--- src/rtl/div_unit_pkg.sv ---
// Shared definitions for the iterative divider: state encodings, data width and control levels.
package div_unit_pkg;

    localparam int unsigned RegDataBus = 32;
    localparam logic [RegDataBus-1:0] ZeroWord = '0;

    localparam logic ENABLE  = 1'b1;
    localparam logic DISABLE = 1'b0;

    localparam logic DivStart = 1'b1;
    localparam logic DivStop  = 1'b0;

    localparam logic DivResultReady    = 1'b1;
    localparam logic DivResultNotReady = 1'b0;

    typedef enum logic [1:0] {
        DIV_IDLE    = 2'b00,
        DIV_BUSY    = 2'b01,
        DIV_DIVZERO = 2'b10,
        DIV_DONE    = 2'b11
    } div_state_e;

endpackage

--- src/rtl/div_step.sv ---
// One restoring-division iteration: shift in the next dividend bit, trial-subtract, restore on borrow.
module div_step
    import div_unit_pkg::*;
#(
    parameter int unsigned WIDTH = RegDataBus
) (
    input  logic [WIDTH-1:0] rem_i,
    input  logic [WIDTH-1:0] divisor_i,
    input  logic             bit_i,
    output logic [WIDTH-1:0] rem_o,
    output logic             quo_o
);

    logic [WIDTH:0] partial;
    logic [WIDTH:0] diff;

    always_comb begin
        partial = {rem_i, bit_i};
        diff    = partial - {1'b0, divisor_i};
        quo_o   = ~diff[WIDTH];
        // A kept remainder is always below the divisor, so WIDTH bits suffice to store it.
        rem_o   = quo_o ? diff[WIDTH-1:0] : partial[WIDTH-1:0];
    end

endmodule

--- src/rtl/div_unit.sv ---
// Iterative radix-2 restoring divider for DIV/DIVU; remainder on hi_o, quotient on lo_o.
// Define DIV_EARLY_OUT_EN to finish in one edge when |dividend| < |divisor|.
module div_unit
    import div_unit_pkg::*;
#(
    parameter int unsigned WIDTH = RegDataBus
) (
    input  logic             clk,
    input  logic             rst,
    input  logic             start_i,
    input  logic             signed_i,
    input  logic [WIDTH-1:0] dividend_i,
    input  logic [WIDTH-1:0] divisor_i,
    input  logic             annul_i,
    output logic             busy_o,
    output logic             ready_o,
    output logic [WIDTH-1:0] hi_o,
    output logic [WIDTH-1:0] lo_o
);

    localparam int unsigned CntW = (WIDTH > 1) ? $clog2(WIDTH) : 1;
    localparam logic [CntW-1:0] CntMax = CntW'(WIDTH - 1);

    div_state_e       state_q, state_d;
    logic [CntW-1:0]  cnt_q, cnt_d;
    logic [WIDTH-1:0] rem_q, rem_d;
    logic [WIDTH-1:0] dvd_q, dvd_d;
    logic [WIDTH-1:0] dvs_q, dvs_d;
    logic [WIDTH-1:0] hi_q, hi_d;
    logic [WIDTH-1:0] lo_q, lo_d;
    logic             qneg_q, qneg_d;
    logic             rneg_q, rneg_d;

    logic             dvd_neg, dvs_neg;
    logic [WIDTH-1:0] dvd_mag, dvs_mag;
    logic [WIDTH-1:0] step_rem, quo_next, rem_fix, quo_fix;
    logic             step_quo;

    assign dvd_neg = signed_i & dividend_i[WIDTH-1];
    assign dvs_neg = signed_i & divisor_i[WIDTH-1];
    assign dvd_mag = dvd_neg ? -dividend_i : dividend_i;
    assign dvs_mag = dvs_neg ? -divisor_i : divisor_i;

    div_step #(
        .WIDTH (WIDTH)
    ) u_step (
        .rem_i     (rem_q),
        .divisor_i (dvs_q),
        .bit_i     (dvd_q[WIDTH-1]),
        .rem_o     (step_rem),
        .quo_o     (step_quo)
    );

    // dvd_q shifts out dividend bits at the top while quotient bits fill in from the bottom.
    assign quo_next = {dvd_q[WIDTH-2:0], step_quo};
    assign quo_fix  = qneg_q ? -quo_next : quo_next;
    assign rem_fix  = rneg_q ? -step_rem : step_rem;

    always_comb begin
        state_d = state_q;
        cnt_d   = cnt_q;
        rem_d   = rem_q;
        dvd_d   = dvd_q;
        dvs_d   = dvs_q;
        hi_d    = hi_q;
        lo_d    = lo_q;
        qneg_d  = qneg_q;
        rneg_d  = rneg_q;

        unique case (state_q)
            DIV_IDLE: begin
                if (start_i == DivStart && !annul_i) begin
                    qneg_d = dvd_neg ^ dvs_neg;
                    rneg_d = dvd_neg;
                    dvs_d  = dvs_mag;
                    rem_d  = '0;
                    cnt_d  = '0;
                    if (divisor_i == '0) begin
                        dvd_d   = dividend_i;
                        state_d = DIV_DIVZERO;
                    end
`ifdef DIV_EARLY_OUT_EN
                    else if (dvd_mag < dvs_mag) begin
                        hi_d    = dividend_i;
                        lo_d    = '0;
                        state_d = DIV_DONE;
                    end
`endif
                    else begin
                        dvd_d   = dvd_mag;
                        state_d = DIV_BUSY;
                    end
                end
            end
            DIV_BUSY: begin
                rem_d = step_rem;
                dvd_d = quo_next;
                cnt_d = cnt_q + 1'b1;
                if (cnt_q == CntMax) begin
                    hi_d    = rem_fix;
                    lo_d    = quo_fix;
                    state_d = DIV_DONE;
                end
            end
            DIV_DIVZERO: begin
                hi_d    = dvd_q;
                lo_d    = '1;
                state_d = DIV_DONE;
            end
            DIV_DONE: state_d = DIV_IDLE;
            default:  state_d = DIV_IDLE;
        endcase

        // A flush abandons the operation and leaves the published result untouched.
        if (annul_i && state_q != DIV_IDLE) begin
            state_d = DIV_IDLE;
            hi_d    = hi_q;
            lo_d    = lo_q;
        end
    end

    always_ff @(posedge clk or negedge rst) begin
        if (!rst) begin
            state_q <= DIV_IDLE;
            cnt_q   <= '0;
            rem_q   <= '0;
            dvd_q   <= '0;
            dvs_q   <= '0;
            hi_q    <= '0;
            lo_q    <= '0;
            qneg_q  <= 1'b0;
            rneg_q  <= 1'b0;
        end else begin
            state_q <= state_d;
            cnt_q   <= cnt_d;
            rem_q   <= rem_d;
            dvd_q   <= dvd_d;
            dvs_q   <= dvs_d;
            hi_q    <= hi_d;
            lo_q    <= lo_d;
            qneg_q  <= qneg_d;
            rneg_q  <= rneg_d;
        end
    end

    assign busy_o  = (state_q != DIV_IDLE) ? ENABLE : DISABLE;
    assign ready_o = (state_q == DIV_DONE) ? DivResultReady : DivResultNotReady;
    assign hi_o    = hi_q;
    assign lo_o    = lo_q;

endmodule

--- config.mk ---
export PLATFORM = sky130hd
export DESIGN_NAME = div_unit
export DESIGN_NICKNAME = d
export VERILOG_FILES = /design/src/rtl/div_unit_pkg.sv /design/src/rtl/div_step.sv /design/src/rtl/div_unit.sv
export SDC_FILE = /design/constraint.sdc
export NUM_CORES = 1
export LEC_CHECK = 0
export ABC_AREA = 1
export BUFFER_PORTS_ARGS = -buffer_cell sky130_fd_sc_hd__buf_2
export CAP_MARGIN = 30
export CORE_ASPECT_RATIO = 0.6
export CORE_MARGIN = 2
export CORE_UTILIZATION = 35
export DETAILED_ROUTE_END_ITERATION = 10
export PLACE_DENSITY = 0.61
export SYNTH_ARGS = -nofsm -noshare
export SYNTH_HDL_FRONTEND = slang
export SYNTH_HIERARCHICAL = 1
export SYNTH_SLANG_ARGS = --single-unit
--- constraint.sdc ---
create_clock -name clk -period 3.5 [get_ports clk]
set_clock_uncertainty 0.2 [all_clocks]
set_input_delay 0.35 -clock clk [delete_from_list [all_inputs] [get_ports clk]]
set_output_delay 0.35 -clock clk [all_outputs]
set_load 0.02 [all_outputs]
==> impl_metrics.ini <==
[die]
io_pins = 135
core_um2 = 39400
dieArea_um2 = 41900
die-width_um = 263
start_util = 0.358
num_rows = 56
dieHeight_um = 159

[cells_and_area]
area_delta_synth_final_pct = 35.0
layout.nets = 2779
insertedDiodeCount = 0
nFillCells = 4031
drive_above_1_share = 0.256

[cts]
cts_buffer_depth = 2
cts_root_buf = clkbuf_16
clkLatencyLatePin_ps = 460
clk_pin_slew_ps = 70
cts_sinks = 169
h-tree-depth = 4
numCtsBuffers = 17
cts_tree = done

[critical_path]
cp_slowest_cell = dfrtp_1
end_kind = flip-flop
critPathLaunch = dvs_q[14]
start_kind = flip-flop
cp.required_ps = 3650
critPathMaxFanout = 5
r2r_start = dvs_q[14]
path_class = flip-flop to flip-flop
crit_arrival_ps = 3650
crit_top_cell = nand2_2
max_stage_delay_ps = 370

[yosys]
synth_fp_nets = 2419
netlist_area_um2 = 14100
ys_seq_area_frac = 0.300
syn_inst = 2307
synth_common_cells = 824 x nand2_1, 326 x inv_1, 193 x nand3_1, 189 x nor2_1, 169 x dfrtp_1
ys.flop_type = dfrtp_1
yosysUniqueCellTypes = 47
avgSynthCellArea_um2 = 6.11
synth_most_common_cell = nand2_1
yosysWarnings = 6
synth_edf_count = 0
synth_top_area_frac = 0.300
ys_ff_latch = 169
async_flop_share = 1.00
synthTopCellsByArea = dfrtp_1 30%, nand2_1 22%, inv_1 8.7%
synth_area_leader_cell = dfrtp_1

[drt]
antenna_left = 0
wl_per_cell_um = 17.7
firstDrtPassIters = 6
drc = 0
drtIter0Drc = 1661
vias = 16500
routed_wl_um = 56800
vias_per_cell = 5.14

[grt]
antenna_found_initial = 2
grt_max_degree = 60
grt_pass1_vias = 14600
grt_pass1_wl_um = 84800
grt_overflow = 0
grt_util_all_layers = 0.261

[timing]
finalHoldViolCount = 0
slew_violations = 0
rsz0062_at_grt = yes
setup_viol = 1
fin_crit_ps = 3500
fin_crit_sh = 1.00
fmax_mhz = 286
setup_slack_ps = -0.472
maxSlewHeadroom = 0.276
worst_pin_slew_ps = 1080

[place]
post-dp-hpwl_um = 44500
post-place-ws_ps = -327
port_buffers = 134
gp_congestion = 1.02

[status]
violations = negative setup slack
run_status = complete, but fails checks

[hold_path]
hold_path.class = input port to flip-flop
min_from = divisor_i[5]

[job]
drv_cap = 0
registers in the layout (all words and copies together), names as in the netlist:
signal / flops
dvs_q: 32
state_q: 2
hi_o: 32
lo_o: 32
cnt_q: 5
dvd_q: 32
qneg_q: 1
rem_q: 32
rneg_q: 1
what timing repair did:
action / 4_1_cts / 5_1_grt
hold buffers: 6 / 0
setup buffers: 4 / 22
hold endpoints to repair: 53 / 0
endpoints found under the setup margin: 47 / 51
pin swaps: 12 / 81
gates cloned: 2 / 4
gates resized for setup: 52 / 237
logic make-up (layout without fill, tap and decap cells):
logic type | count (synthesis) | count (layout) | synth area share
AOI/OAI and AO/OA | 289 | 289 | 0.113
buffers and inverters | 416 | 786 | 0.117
and+or+nand+nor | 1335 | 1338 | 0.397
xor gates and xnor gates | 55 | 55 | 0.0342
adders and majority gates | 43 | 43 | 0.0387
DFF | 169 | 169 | 0.300
path summary, 6_finish.rpt:
kind / cells after the start / slack (ps) / to
worst max register to register: 26 / -0.5 / hi_o[27]
worst max-delay path: 26 / -0.5 / hi_o[27]
worst min-delay path: 3 / 30 / dvs_q[5]
max in group asynchronous: 3 / 1940 / rem_q[5]
worst min register to register: 2 / 270 / hi_o[27]
min in group asynchronous: 2 / 220 / rem_q[29]
final cells by class:
cell class                      count  area, µm²  share of cell area
Clock inverter                     13        166             0.00875
Clock buffer                       19        453              0.0238
Inverter                          342       1290              0.0680
Timing Repair Buffer              412       2990               0.157
Multi-Input combinational cell   1725       9230               0.486
Tap cell                          522        653              0.0343
Sequential cell                   169       4230               0.222
stage by stage:
step	instances	hold WS (ps)	utilization	instance area (µm²)	setup TNS, ps
after floorplan	2307	-146	-	14100	0
after global placement	3132	149	0.431	17000	-2950
after detailed placement	3133	157	0.431	17000	-6570
after CTS	3177	8.41	0.455	17900	0
after global routing	3202	35.4	0.483	19000	-3950
final	3202	30.2	0.483	19000	-0.472
cells in the final DEF, fill, tap and decap left out, types with 29 or more instances in the layout:
cell,instances
nor2_2,29
dfrtp_1,169
nand2_1,766
o21ai_0,98
inv_2,38
inv_1,299
a21oi_1,97
nand2_2,54
nand3_1,159
nor2_1,155
xor2_1,51
nand4_1,56
buf_4,246
buf_2,133
worst max-delay path: cells and delay by family (launching register included):
family / cells / cell delay [ps]
adder cells (fa/ha/maj): 1 / 320
buffers and inverters: 5 / 630
flip-flops: 1 / 370
AND/OR/NAND/NOR: 20 / 1890
layer usage:
layer / wire [µm] / track usage
met5: 11 / 0
met4: 376 / 0.0351
met3: 7060 / 0.0973
met2: 21000 / 0.325
met1: 28400 / 0.418
Power is not shown: default switching activity piles up to over one toggle a cycle in this logic, so the estimate is an artifact.
